--- src/rtl/facto_host_if.sv ---
// Bus between facto_host and the shared memory / FactoCore fabric.
//
// Handshake: m_req is held high for the whole batch. An access (address,
// write strobe and write data) completes on a rising edge where the host
// presents it and m_grant=1. With m_grant=0 the host holds everything unchanged.
// Read data appears on m_din in the cycle after the address phase.
interface facto_host_if;
    logic        m_req;
    logic        m_wr;
    logic [15:0] m_addr;
    logic [63:0] m_dout;
    logic        m_grant;
    logic [63:0] m_din;

    modport master (
        output m_req, m_wr, m_addr, m_dout,
        input  m_grant, m_din
    );

    modport slave (
        input  m_req, m_wr, m_addr, m_dout,
        output m_grant, m_din
    );
endinterface

--- src/rtl/facto_host.sv ---
// facto_host: walks a list of 64-bit operands in memory, runs each one through
// the memory-mapped FactoCore and writes the 128-bit result (high word, then
// low word) to a result list. The bus transaction sequence is driven by a
// single FSM whose state is exported on dbg_state.
module facto_host #(
    parameter logic [15:0] FACTO_BASE = 16'h7000,
    parameter logic [15:0] MEM_TOP    = 16'h07FF
) (
    input  logic         clk,
    input  logic         reset_n,
    input  logic         start,
    input  logic [15:0]  src_addr,
    input  logic [15:0]  dst_addr,
    input  logic [7:0]   count,
    input  logic         interrupt,
    facto_host_if.master bus,
    output logic         busy,
    output logic         done,
    output logic         err,
    output logic [4:0]   dbg_state
);

    localparam logic [15:0] OFF_OPSTART  = 16'h0000;
    localparam logic [15:0] OFF_OPCLEAR  = 16'h0008;
    localparam logic [15:0] OFF_INTREN   = 16'h0018;
    localparam logic [15:0] OFF_OPERAND  = 16'h0020;
    localparam logic [15:0] OFF_RESULT_H = 16'h0028;
    localparam logic [15:0] OFF_RESULT_L = 16'h0030;
    localparam logic [63:0] CMD_ONE      = 64'd1;

    typedef enum logic [4:0] {
        IDLE, REQ, RD_OP_A, RD_OP_D, WR_OPND, WR_IEN, WR_GO, WAIT_INT,
        RD_H_A, RD_H_D, RD_L_A, RD_L_D, WR_RH, WR_RL, WR_CLR, NEXT, FIN
    } state_t;

    state_t      state_q, state_d;
    logic [15:0] src_q, dst_q;
    logic [7:0]  cnt_q, idx_q;
    logic [63:0] opnd_q, res_h_q, res_l_q;
    logic [15:0] addr_q;
    logic [63:0] dout_q;
    logic        err_q;

    // Current access as seen on the bus; outside access states these fall
    // back to the held registers so m_addr/m_dout keep their last value.
    logic        is_access;
    logic        acc_wr;
    logic [15:0] acc_addr;
    logic [63:0] acc_wdata;

    logic [15:0] op_addr, res_addr;
    logic [17:0] src_end, dst_end;
    logic        range_bad;
    logic        last_op;

    assign op_addr  = src_q + {5'b0, idx_q, 3'b0};
    assign res_addr = dst_q + {4'b0, idx_q, 4'b0};
    assign last_op  = ((idx_q + 8'd1) == cnt_q);

    // Last byte touched by the operand and result lists, checked at acceptance.
    assign src_end   = {2'b00, src_addr[15:3], 3'b000} + {7'b0, count, 3'b000} - 18'd1;
    assign dst_end   = {2'b00, dst_addr[15:3], 3'b000} + {6'b0, count, 4'b0000} - 18'd1;
    assign range_bad = (src_end > {2'b00, MEM_TOP}) || (dst_end > {2'b00, MEM_TOP});

    // State register.
    always_ff @(posedge clk or negedge reset_n) begin
        if (!reset_n) state_q <= IDLE;
        else          state_q <= state_d;
    end

    // Next-state logic: access states advance only on a granted cycle.
    always_comb begin
        state_d = state_q;
        case (state_q)
            IDLE: begin
                if (start) begin
                    if (count == 8'd0 || range_bad) state_d = FIN;
                    else                            state_d = REQ;
                end
            end
            REQ:      if (bus.m_grant) state_d = RD_OP_A;
            RD_OP_A:  if (bus.m_grant) state_d = RD_OP_D;
            RD_OP_D:  state_d = WR_OPND;
            WR_OPND:  if (bus.m_grant) state_d = WR_IEN;
            WR_IEN:   if (bus.m_grant) state_d = WR_GO;
            WR_GO:    if (bus.m_grant) state_d = WAIT_INT;
            WAIT_INT: if (interrupt)   state_d = RD_H_A;
            RD_H_A:   if (bus.m_grant) state_d = RD_H_D;
            RD_H_D:   state_d = RD_L_A;
            RD_L_A:   if (bus.m_grant) state_d = RD_L_D;
            RD_L_D:   state_d = WR_RH;
            WR_RH:    if (bus.m_grant) state_d = WR_RL;
            WR_RL:    if (bus.m_grant) state_d = WR_CLR;
            WR_CLR:   if (bus.m_grant) state_d = NEXT;
            NEXT:     state_d = last_op ? FIN : RD_OP_A;
            FIN:      state_d = IDLE;
            default:  state_d = IDLE;
        endcase
    end

    // Per-state bus access decode.
    always_comb begin
        is_access = 1'b0;
        acc_wr    = 1'b0;
        acc_addr  = addr_q;
        acc_wdata = dout_q;
        case (state_q)
            RD_OP_A: begin
                is_access = 1'b1;
                acc_addr  = op_addr;
            end
            WR_OPND: begin
                is_access = 1'b1;
                acc_wr    = 1'b1;
                acc_addr  = FACTO_BASE + OFF_OPERAND;
                acc_wdata = opnd_q;
            end
            WR_IEN: begin
                is_access = 1'b1;
                acc_wr    = 1'b1;
                acc_addr  = FACTO_BASE + OFF_INTREN;
                acc_wdata = CMD_ONE;
            end
            WR_GO: begin
                is_access = 1'b1;
                acc_wr    = 1'b1;
                acc_addr  = FACTO_BASE + OFF_OPSTART;
                acc_wdata = CMD_ONE;
            end
            RD_H_A: begin
                is_access = 1'b1;
                acc_addr  = FACTO_BASE + OFF_RESULT_H;
            end
            RD_L_A: begin
                is_access = 1'b1;
                acc_addr  = FACTO_BASE + OFF_RESULT_L;
            end
            WR_RH: begin
                is_access = 1'b1;
                acc_wr    = 1'b1;
                acc_addr  = res_addr;
                acc_wdata = res_h_q;
            end
            WR_RL: begin
                is_access = 1'b1;
                acc_wr    = 1'b1;
                acc_addr  = res_addr + 16'd8;
                acc_wdata = res_l_q;
            end
            WR_CLR: begin
                is_access = 1'b1;
                acc_wr    = 1'b1;
                acc_addr  = FACTO_BASE + OFF_OPCLEAR;
                acc_wdata = CMD_ONE;
            end
            default: ;
        endcase
    end

    // Batch context, captured read data and held bus values.
    always_ff @(posedge clk or negedge reset_n) begin
        if (!reset_n) begin
            src_q   <= '0;
            dst_q   <= '0;
            cnt_q   <= '0;
            idx_q   <= '0;
            opnd_q  <= '0;
            res_h_q <= '0;
            res_l_q <= '0;
            addr_q  <= '0;
            dout_q  <= '0;
            err_q   <= 1'b0;
        end else begin
            if (state_q == IDLE && start) begin
                src_q <= {src_addr[15:3], 3'b000};
                dst_q <= {dst_addr[15:3], 3'b000};
                cnt_q <= count;
                idx_q <= '0;
                err_q <= (count != 8'd0) && range_bad;
            end
            if (is_access) begin
                addr_q <= acc_addr;
                if (acc_wr) dout_q <= acc_wdata;
            end
            if (state_q == RD_OP_D) opnd_q  <= bus.m_din;
            if (state_q == RD_H_D)  res_h_q <= bus.m_din;
            if (state_q == RD_L_D)  res_l_q <= bus.m_din;
            if (state_q == NEXT)    idx_q   <= idx_q + 8'd1;
        end
    end

    assign bus.m_req  = (state_q != IDLE) && (state_q != FIN);
    assign bus.m_wr   = acc_wr;
    assign bus.m_addr = acc_addr;
    assign bus.m_dout = acc_wdata;
    assign busy       = (state_q != IDLE);
    assign done       = (state_q == FIN);
    assign err        = err_q;
    assign dbg_state  = state_q;

endmodule

--- src/flat_wrapper.sv ---
// flat-port wrapper written by rule: the top's interface ports become plain ports
module facto_host_flat 
#(
    parameter logic [15:0] FACTO_BASE = 16'h7000,
    parameter logic [15:0] MEM_TOP    = 16'h07FF
)
  (clk, reset_n, start, src_addr, dst_addr, count, interrupt, busy, done, err, dbg_state, bus_m_req, bus_m_wr, bus_m_addr, bus_m_dout, bus_m_grant, bus_m_din);
  facto_host_if bus_i ();
  input  logic clk;
  input  logic reset_n;
  input  logic start;
  input  logic [15:0] src_addr;
  input  logic [15:0] dst_addr;
  input  logic [7:0] count;
  input  logic interrupt;
  output logic busy;
  output logic done;
  output logic err;
  output logic [4:0] dbg_state;
  output wire logic [$bits(bus_i.m_req)-1:0] bus_m_req;
  output wire logic [$bits(bus_i.m_wr)-1:0] bus_m_wr;
  output wire logic [$bits(bus_i.m_addr)-1:0] bus_m_addr;
  output wire logic [$bits(bus_i.m_dout)-1:0] bus_m_dout;
  input wire logic [$bits(bus_i.m_grant)-1:0] bus_m_grant;
  input wire logic [$bits(bus_i.m_din)-1:0] bus_m_din;
  assign bus_m_req = bus_i.m_req;
  assign bus_m_wr = bus_i.m_wr;
  assign bus_m_addr = bus_i.m_addr;
  assign bus_m_dout = bus_i.m_dout;
  assign bus_i.m_grant = bus_m_grant;
  assign bus_i.m_din = bus_m_din;
  facto_host #(.FACTO_BASE(FACTO_BASE), .MEM_TOP(MEM_TOP)) u_core (.clk(clk), .reset_n(reset_n), .start(start), .src_addr(src_addr), .dst_addr(dst_addr), .count(count), .interrupt(interrupt), .bus(bus_i), .busy(busy), .done(done), .err(err), .dbg_state(dbg_state));
endmodule
--- config.mk ---
export PLATFORM = sky130hd
export DESIGN_NAME = facto_host_flat
export DESIGN_NICKNAME = d
export VERILOG_FILES = /design/src/rtl/facto_host_if.sv /design/src/rtl/facto_host.sv /design/src/flat_wrapper.sv
export SDC_FILE = /design/constraint.sdc
export NUM_CORES = 1
export LEC_CHECK = 0
export CAP_MARGIN = 25
export CORE_UTILIZATION = 41
export DETAILED_ROUTE_END_ITERATION = 6
export SLEW_MARGIN = 25
export SYNTH_ARGS = -nofsm -noshare
export SYNTH_HDL_FRONTEND = slang
export SYNTH_SLANG_ARGS = --single-unit
--- constraint.sdc ---
create_clock -name clk -period 8.1 [get_ports clk]
set_clock_uncertainty 0.2 [all_clocks]
set_input_delay 2.025 -clock clk [delete_from_list [all_inputs] [get_ports clk]]
set_output_delay 2.025 -clock clk [all_outputs]
set_load 0.01 [all_outputs]
# Yosys cells after proc, flatten, opt, wreduce, memory -nomap -nowiden
# Index checks and enable logic that the tools add are counted.
# op_classes
addsub,8
n_lt_le_gt_ge,2
eq_ne,30
n_mux,21
reduce_logical,15
# ops
cell,count
$pmux 64 s4,1
$pmux 16 s9,1
$pmux 5 s16,1
$mux 5,14
$eq 5x4->1 const B,8
$gt 18x11->1 const B,2
$sub 18x1->18 const B,2
$ne 2x2->1 const B,12
$eq 5x3->1 const B,4
$add 16x11->17,1
$add 16x12->17,1
$add 16x11->16,1
$add 16x12->16,1
$add 16x4->16 const B,1
$mux 8,2
$reduce_and 12->1,1
$eq 5x2->1 const B,2
$reduce_or 9->1,1
$add 8x1->8 const B,1
$eq 8x8->1,1
$logic_not 8->1,1
$reduce_bool 8->1,1
$reduce_or 6->1,1
$eq 5x1->1 const B,1
other kinds (10),14
# totals
ff_bits,320
in_bits,109
output_inout_bits,90
wordCells,87

# Logic depth before layout (Yosys ltp)
# logic_depth
depth_word,8
ltp_mapped,12
ltp_nobuf,12

# Worst setup path before layout
# No wires, ideal clock.
# synth_path
path_kind,input port to flip-flop
start,input dst_addr[4]
end,"register u_core.state_q[4], in the netlist u_core.dbg_state[4]"
setup_time_ps,122
arrival_time_ps,4655
t_required_ps,7778
slack_ps,3124
cell_stages,12
path_buffers,0
cell_sequence,ha_1 > inv_1 > fa_1 > nor2b_4 > o2111ai_2 > a2111oi_2 > nor3_1 > and3_4 > a2111oi_4 > nand4_1 > or3_1 > a32o_1
# synth_via
elab_chain_cells,8
# synth_lines
item,line,rtl
"start, declared",flat_wrapper.sv:13,input logic [15:0] dst_addr;
$add 16x12->17,facto_host.sv:62,"assign dst_end = {2'b00, dst_addr[15:3], 3'b000} + {6'b0, count, 4'b0000} - 18'd1;"
$sub 18x1->18,facto_host.sv:62,
$gt 18x11->1,facto_host.sv:63,"assign range_bad = (src_end > {2'b00, MEM_TOP}) || (dst_end > {2'b00, MEM_TOP});"
$logic_or 1x1->1,facto_host.sv:63,
$logic_or 1x1->1,facto_host.sv:77,if (count == 8'd0 || range_bad) state_d = FIN;
$mux 5,facto_host.sv:77,
$mux 5,facto_host.sv:76,if (start) begin
$pmux 5 s16,facto_host.sv:74,case (state_q)
"end signal, assigned",facto_host.sv:68,else state_q <= state_d;
"end, declared",facto_host.sv:36,"state_t state_q, state_d;"
# Every way passes these cells. The select of a mux whose other input is x is not followed.
# A chain may end at the register's enable or synchronous reset.

# Worst setup path after layout
# layout_path
start,"register u_core.state_q[4], in the netlist u_core.dbg_state[4]"
end,output bus_m_dout[14]
# layout_via
elab_chain_cells,3
elab_cells_between_ends,8
classes_between,6 x eq/ne; 1 x mux; 1 x reduce/logical
# layout_lines
item,line,rtl
$eq 5x3->1 or $eq 5x4->1 (tied branches),facto_host.sv:107,case (state_q)
$reduce_or 3->1 (no source line),-,
$pmux 64 s4 (*),facto_host.sv:107,
"end, declared",flat_wrapper.sv:23,output wire logic [$bits(bus_i.m_dout)-1:0] bus_m_dout;
# Mark *: on every way between the ends. The rest lies on a longest branch, timed or not.

==> metrics.txt <==
Max H-tree Level 2; area taken by multi-input logic gates 7350 sq um; min-delay src u_core.addr_q[1]; largest cells by area after synthesis dfrtp_1, mux2_2, a22oi_1, nand2_1, ha_1; Yosys warning count 0; Seq cells post-synth 320; Cells on Worst Hold Path 1; Slew Viols, Final 0; Tmin final 6420 ps; final HPWL from detailed placement 25.9 mm; NumNets Final 1713; sequential-to-total area share from yosys stat 0.511; DRT Pass-1 Iters 5; starting density of the core 0.416; Crit path top cell by count nand2_1; clk_lat worst skew 530 ps; top_reg_cell synth dfrtp_1; CP peak stage delay 790 ps; Worst R2R Setup Slack 4670 ps; placed cell area 18100 sq um; Leak Pwr 8.61 nW; Core Util, Final 0.513; Sink Count 320; Distinct cells, synth 78; fill cell count 3445; DIE WIDTH 198 um; FF/Latch Area 8010 sq um; pin count of the biggest net entering global routing 174; Setup violations, final 0; first-pass GRT wire length 63.4 mm; Final ANT Viol Nets 0; cell-by-cell trace of the critical path nor2b_1, nand2_1, nor2_4, buf_4, a22oi_1, nand2_1, clkdlybuf4s50_1; top-count cell post-synth dfrtp_1; Crit path required time 5880 ps; period utilization 0.793; RePlAce Congestion 0.920; Post-synth EDFFs 0; DR iter-0 viols 631; site row count 71; Slew headroom 0.291; TritonCTS clock tree yes; DR vias 11500; area of the die 39000 sq um; Worst Hold Path EP u_core.addr_q[1]; Worst R2R Path Depth 10; max cap viols 0; maximum vdd ir drop 0.194 mV; CP Class reg2out; Die Span Y 198 um; routed vias/inst 5.47; sum of negative setup slack 0 ps; Pwr per Cell Area 374 nW/um^2; worst r2r dst u_core.addr_q[15]; Global Route Usage Sum 0.204; routed length per instance 18.8 um; Cell Area, Synth 15700 sq um; Buffers on Ports 192; status completed; Slew @ Worst Pin 1060 ps; Root Driver clkbuf_16; Critical R2R Launch u_core.idx_q[1]; post_cts resized 0; Fin. Hold Viols 0; CP Capture Type output port; area of the core 37700 sq um; GRT overflow 0; vias in the first global route 11600; Post-synth top cells dfrtp_1, mux2_2, nand2_1; Worst Path Max Fanout 30; layout cell share with drive strength beyond 1 0.197; CTS clk-pin slew, worst paths 60 ps; Post-Syn Area per Cell 11.3 sq um; syn_nets 1534; routed wire length 39.6 mm; Tot Pwr 0.00722 W; synth-to-layout area growth 23.3%; initial antenna violation count 1; CP max-delay cell nor2_4; Arrival @ worst endpoint 4200 ps; I/O Pins 199; post-route cell area 19300 sq um; Remaining DRCs 0; fraction of registers with async set or reset after synthesis 1.00; Num CTS Buffers 37; CTS Buffer Depth 3; Worst setup SP type flip-flop; Synth area leader dfrtp_1; RSZ-0062 raised after global routing no; hold buffers post-CTS 0; Hold WC Path Type reg2reg; highest clock rate 156 MHz; Post-Synthesis Cells 1385; post-CTS setup buffers 0; Synth top area share 0.511
[report_power, final]
| part | switching (W) | total, W | leakage, nW | internal [W] |
|---|---|---|---|---|
| Sequential | 0.000397 | 0.00269 | 3.97 | 0.00230 |
| Combinational | 0.00148 | 0.00294 | 4.07 | 0.00146 |
| Clock | 0.000661 | 0.00158 | 0.574 | 0.000922 |
[layout make-up]
cell class	count	share of cell area
multi-input cells	971	0.380
inverters	27	0.00525
clock inverters	11	0.00421
clock buffers	54	0.0554
flip-flops and latches	320	0.415
repair buffers	207	0.107
well taps	511	0.0331
diodes	1	0.000130
[state kept, by name, indices dropped and copies added (netlist names)]
signal,flops
u_core.dout_q,64
u_core.opnd_q,64
u_core.res_h_q,64
u_core.res_l_q,64
u_core.addr_q,16
u_core.dst_q,13
u_core.src_q,13
u_core.cnt_q,8
u_core.idx_q,8
u_core.dbg_state,5
u_core.err,1
[metrics by stage]
step,std cells,setup slack [ps],hold WS (ps)
finish,2102,1680,276
global route,2102,1360,287
floorplan,1385,3120,244
global placement,2035,2080,261
detailed placement,2035,2060,264
CTS,2100,1650,281
[cell families after synthesis]
| family | share of synthesized area |
|---|---|
| simple gates | 0.102 |
| flops | 0.511 |
| compound gates | 0.145 |
| mux | 0.158 |
| buf+inv | 0.0232 |
| xor+xnor | 0.0268 |
| fa+ha+maj | 0.0339 |
[worst max path at each step]
stage	slack, ps	end	from
CTS	1650	bus_m_dout[14]	u_core.dbg_state[4]
finish	1680	bus_m_dout[14]	u_core.dbg_state[4]
global placement	2080	u_core.dbg_state[4]	count[0]
global route	1360	bus_m_dout[10]	u_core.dbg_state[4]
floorplan	3120	u_core.dbg_state[4]	dst_addr[4]
detailed placement	2060	u_core.dbg_state[4]	count[0]
[metal layers]
layer / track usage / share of wire / up-vias
met2: 0.330 / 0.47 / 296
met1: 0.284 / 0.46 / 5721
li1: - / - / 5432
met5: 0 / 0 / -
met4: 0.0594 / 0.021 / 0
met3: 0.0311 / 0.048 / 54
[cell usage in the layout, fill, tap and decap left out, drive strengths merged, types with 5 or more instances in the layout]
master	n
nand2	178
a21o	10
o211ai	10
o21a	7
nor2	56
xor2	18
or3	5
a211oi	8
o21ai	55
buf	16
a22oi	127
clkdlybuf4s50	191
clkbuf	54
nor4	5
a31oi	6
a2111oi	6
xnor2	30
nand2b	8
a21oi	34
and3	7
clkinv	8
nor3	18
dfrtp	320
o21bai	5
nand3	27
inv	30
and2	7
nor2b	9
ha	36
mux2	217
nand4	10
[critical path, delay by kind of cell, from the launching register on]
kind,cells,cell delay [ps]
flops,1,640
buf+inv,2,1030
compound gates,1,170
simple gates,4,1830
No activity file was read; power rests on OpenSTA's default activity.
